[config.mk]
export PLATFORM = sky130hd
export DESIGN_NAME = dcache_ctrl
export DESIGN_NICKNAME = d
export VERILOG_FILES = /design/src/rtl/dcache_ctrl.sv
export SDC_FILE = /design/constraint.sdc
export NUM_CORES = 2
export LEC_CHECK = 0
export CORE_MARGIN = 2
export CORE_UTILIZATION = 45
export DETAILED_ROUTE_END_ITERATION = 6
export GPL_TIMING_DRIVEN = 0
export HOLD_SLACK_MARGIN = 0.12
export PLACE_DENSITY = 0.7
export SETUP_SLACK_MARGIN = 0.2
export SLEW_MARGIN = 20
export SYNTH_ARGS = -nofsm -noshare
export SYNTH_HDL_FRONTEND = slang
export SYNTH_SLANG_ARGS = --single-unit
[constraint.sdc]
create_clock -name clk -period 5.53 [get_ports clk]
set_input_delay 0.8295 -clock clk [delete_from_list [all_inputs] [get_ports clk]]
set_output_delay 0.8295 -clock clk [all_outputs]
set_load 0.01 [all_outputs]
[src/rtl/dcache_ctrl.sv]
// Direct-mapped, write-through, no-write-allocate data cache controller.
// Read misses stall the core while a 128-bit line is refilled from memory.
module dcache_ctrl #(
  parameter int INDEX_BITS  = 4,
  parameter int MEM_LATENCY = 1
) (
  input  logic         clk,
  input  logic         reset,
  input  logic [9:0]   cpu_address,
  input  logic         cpu_read,
  input  logic         cpu_write,
  input  logic [31:0]  cpu_write_data,
  output logic [31:0]  cpu_read_data,
  output logic         stall,
  output logic [9:0]   mem_address,
  output logic         mem_read,
  output logic         mem_write,
  output logic [31:0]  mem_write_data,
  input  logic [127:0] mem_read_data,
  output logic [15:0]  hit_count,
  output logic [15:0]  miss_count
);

  localparam int NUM_LINES = 2 ** INDEX_BITS;
  localparam int TAG_BITS  = 8 - INDEX_BITS;
  localparam int CW        = (MEM_LATENCY > 1) ? $clog2(MEM_LATENCY) : 1;

  typedef enum logic {IDLE, REFILL} state_t;

  state_t                state;
  state_t                next_state;
  logic [CW-1:0]         count;
  logic [NUM_LINES-1:0]  valid;
  logic [TAG_BITS-1:0]   tags  [NUM_LINES];
  logic [127:0]          lines [NUM_LINES];
  logic [31:0]           last_data;

  logic [1:0]            offset;
  logic [INDEX_BITS-1:0] idx;
  logic [TAG_BITS-1:0]   tag;
  logic [31:0]           hit_word;
  logic                  hit;
  logic                  read_hit;
  logic                  read_miss;
  logic                  write_hit;
  logic                  fill;

  assign offset   = cpu_address[1:0];
  assign idx      = cpu_address[INDEX_BITS+1:2];
  assign tag      = cpu_address[9:INDEX_BITS+2];
  assign hit_word = lines[idx][{offset, 5'b00000} +: 32];

  // All strobes are gated by reset so nothing leaks out while it is held low.
  always_comb begin
    next_state     = state;
    stall          = 1'b0;
    mem_read       = 1'b0;
    mem_write      = 1'b0;
    mem_address    = '0;
    mem_write_data = '0;
    hit            = valid[idx] && (tags[idx] == tag);
    read_hit       = 1'b0;
    read_miss      = 1'b0;
    write_hit      = 1'b0;
    fill           = 1'b0;
    if (reset) begin
      case (state)
        IDLE: begin
          if (cpu_write) begin
            mem_write      = 1'b1;
            mem_address    = cpu_address;
            mem_write_data = cpu_write_data;
            write_hit      = hit;
          end else if (cpu_read) begin
            if (hit) begin
              read_hit = 1'b1;
            end else begin
              read_miss  = 1'b1;
              stall      = 1'b1;
              next_state = REFILL;
            end
          end
        end
        REFILL: begin
          stall       = 1'b1;
          mem_read    = 1'b1;
          mem_address = {tag, idx, 2'b00};
          if (count == '0) begin
            fill       = 1'b1;
            next_state = IDLE;
          end
        end
        default: next_state = IDLE;
      endcase
    end
    cpu_read_data = read_hit ? hit_word : last_data;
  end

  always_ff @(posedge clk or negedge reset) begin
    if (!reset) begin
      state      <= IDLE;
      count      <= '0;
      valid      <= '0;
      last_data  <= '0;
      hit_count  <= '0;
      miss_count <= '0;
    end else begin
      state <= next_state;
      if (read_miss)
        count <= CW'(MEM_LATENCY - 1);
      else if (state == REFILL && count != '0)
        count <= count - 1'b1;
      if (read_hit) begin
        last_data <= hit_word;
        if (hit_count != 16'hFFFF)
          hit_count <= hit_count + 16'd1;
      end
      if (read_miss && miss_count != 16'hFFFF)
        miss_count <= miss_count + 16'd1;
      if (fill)
        valid[idx] <= 1'b1;
    end
  end

  // Line data and tags are deliberately not reset; valid bits guard them.
  always_ff @(posedge clk) begin
    if (fill) begin
      lines[idx] <= mem_read_data;
      tags[idx]  <= tag;
    end else if (write_hit) begin
      lines[idx][{offset, 5'b00000} +: 32] <= cpu_write_data;
    end
  end

endmodule

==> impl_metrics.ini <==
[run_status]
status = finished with violations
violations = design-rule violations

[drt]
routed_wirelength_um = 258700
drtAntennaViolNets = 0
avgViaCountPerCell = 6.260
dr.pass1.iters = 7
wire_per_inst_um = 35.87
drt_iter0_drc = 7209
detailroute.via_count = 45150
drc_errors = 1

[layout]
fin_util_pct = 54.42
layout_common_cells = 2112 x edfxtp_1, 692 x mux4_2, 281 x nand2_1
stdcell_count = 7213
area_delta_synth_final_pct = 20.16
fin_nets = 4673
drive_above_1_share_pct = 32.12
fillers = 13750
final_common_cell = edfxtp_1

[timing]
tightest_slew_ps = 1294
min_period_ps = 5357
rsz0062_at_grt = true
whs_ps = 466.8
fin_tns_setup_ps = 0
slew_viol_final = 0
timing.fmax_mhz = 186.7
clock_skew_ps = 88.81
hold_violations = 0
setup_viol = 0
period_share_pct = 96.87
max_slew_margin_pct = 13.44

[worst_setup_path]
setup.worst_path.start_class = input pin
crit_buf_inv = 6
cp.arrival_ps = 4530
crit_fanout = 10
slowest_delay_ps = 550
critical-path-slowest-cell = clkdlybuf4s50_1
worstPathCellList = buf_4 > buf_4 > clkbuf_8 > clkbuf_8 > clkbuf_4 > mux4_2 > mux4_2 > mux4_2 > mux2_2 > clkdlybuf4s50_1
required_ps = 4700
endpoint_kind = primary output
critical_path_class = input pin to primary output
worst_path_most_repeated_cell = mux4_2
critPathTopFamily = buffers and inverters

[synth]
netlist_area_um2 = 86050
synth_cell_type_count = 50
ys.flop_type = edfxtp_1
synth_edf_count = 2112
synth_top_area_share_pct = 73.70
ys_ff_latch = 2194
yosys_warnings = 0
synthCells = 3853
synth_fa_ha_area_share_pct = 0.1018
synth_nets = 4034
synthSimpleGateAreaFrac_pct = 2.709
synth_xor_area_share_pct = 0.2734
synth_top_family_by_area = multiplexers
seq_area_frac_synth_pct = 76.09
synth_compound_area_share_pct = 0.8710
synthTopCellsByArea = edfxtp_1 74%, mux4_2 18%, dfrtp_1 2.4%
synth_mux_area_share_pct = 18.69
avgSynthCellArea_um2 = 22.33
async_reset_ff_share_pct = 3.737
yosys.area.top_type = edfxtp_1

[placed_design]
place_congestion = 0.8715
hpwl_um = 178000
io_buffers = 279
dp_cells = 6781

[clock_tree]
cts_buffers = 210
clkTransAtPathRegs_ps = 60
clockRootBuffer = clkbuf_16
cts.sinks = 2194
cts_tree = yes
cts_max_level = 4
cts_max_path_buffers = 3
clk-insertion-delay-late_ps = 890

[die]
die_area_um2 = 194700
fp.dieW_um = 441.3
rows = 160
initial_utilization_pct = 45.29
core_area_um2 = 190000
die_h_um = 441.3
io_pins = 283

[power_and_ir_drop]
peakVddDrop_mv = 0.3591
power_density_nw_per_um2 = 349.6
p_leak_nw = 33.28

[global_route]
grt_pass1_wl_um = 352900
grt-ovfl-total = 0
grt_max_degree = 54
antenna_found_initial = 25
grt_pass1_vias = 43940
grt_usage_pct = 26.69

[run]
maxCapViolations = 0

[hold_path]
hp-class = flip-flop to flip-flop
timing repair:
action | 4_1_cts | 5_1_grt
resized for setup | 280 | 56
hold endpoints to repair | 29 | 0
hold buffers | 5 | 0
pin swaps | 2 | 0
setup buffers | 5 | 0
endpoints found under the setup margin | 34 | 31
metal layers:
layer / routed length [um] / global-route usage, %
met5: 102 / 0
met4: 22030 / 19.62
met3: 28760 / 6.186
met2: 121500 / 40.98
met1: 86320 / 33.48
report_power, final:
part	switching [mW]	internal, mW	total (mW)	leakage [nW]
Combinational	1.80	1.21	3.01	9.78
Sequential	0.103	18.5	18.6	20.1
Clock	6.28	8.21	14.5	3.39
Total	8.19	28.0	36.1	33.3
through the flow:
stage,cell area [um^2],total power [mW],worst slack (ps)
after global placement,91980,21.66,-5192
after CTS,103100,36.18,134.5
after detailed placement,95300,21.88,-1747
after floorplan,86050,20.39,458.6
final,103400,36.15,173.2
after global routing,103300,36.98,171.5
cell type report:
class / instances / area (um^2) / share of cell area (%)
Sequential cell: 2194 / 65470 / 63.32
Clock inverter: 123 / 1249 / 1.208
Buffer: 222 / 1943 / 1.879
Tap cell: 2511 / 3142 / 3.039
Multi-Input combinational cell: 1428 / 20070 / 19.42
Inverter: 9 / 33.78 / 0.03267
Timing Repair Buffer: 427 / 5722 / 5.534
Clock buffer: 273 / 5694 / 5.507
Antenna cell: 26 / 65.06 / 0.06293
worst reg2reg max path: stages, from the launching register on:
cell	delay, ps
edfxtp_1	370
mux4_2	480
mux4_2	490
xnor2_1	300
nand3_2	180
buf_4	230
or4_1	630
and2_1	220
buf_6	150
buf_6	190
nor2_4	650
buf_16	260
cells in the mapped netlist (all sizes together) (2+ instances only):
cell type and instances:
mux2 37, xor2 11, nor2b 8, nand3 19, nor2 96, a31oi 3
nand4b 2, a22oi 4, buf 104, o21ai 130, nand2 281, edfxtp 2112
a21oi 3, or3 3, dfrtp 82, and3 41, xnor2 15, ha 7
clkbuf 118, or2 18, or4 4, nor3 6, nand4 12, mux4 695
and4 2, inv 9, and2 18, nor3b 6
cell families after synthesis:
family	Yosys count
AO/OA/AOI/OAI	144
XOR/XNOR	26
adder cells (fa/ha/maj)	7
buffers and inverters	231
flip-flops	2194
multiplexers	732
AND/OR/NAND/NOR	519
sequential cells by signal, summed over array words and instances, names as in the netlist:
name,flops
tags,64
valid,16
count,1
hit_count,16
last_data,32
lines,2048
miss_count,16
state,1
final timing paths:
kind | to | slack [ps] | cells past startpoint | startpoint
setup / recovery | cpu_read_data[31] | 170 | 10 | cpu_address[3]
hold / removal | valid[3] | 470 | 1 | valid[3]
setup reg to reg | lines[15][87] | 1050 | 11 | tags[5][2]
hold reg to reg | valid[3] | 470 | 1 | valid[3]
max in group asynchronous | miss_count[1] | 4140 | 5 | reset
min in group asynchronous | hit_count[0] | 660 | 4 | reset
Power figures use the tool's default switching activity.
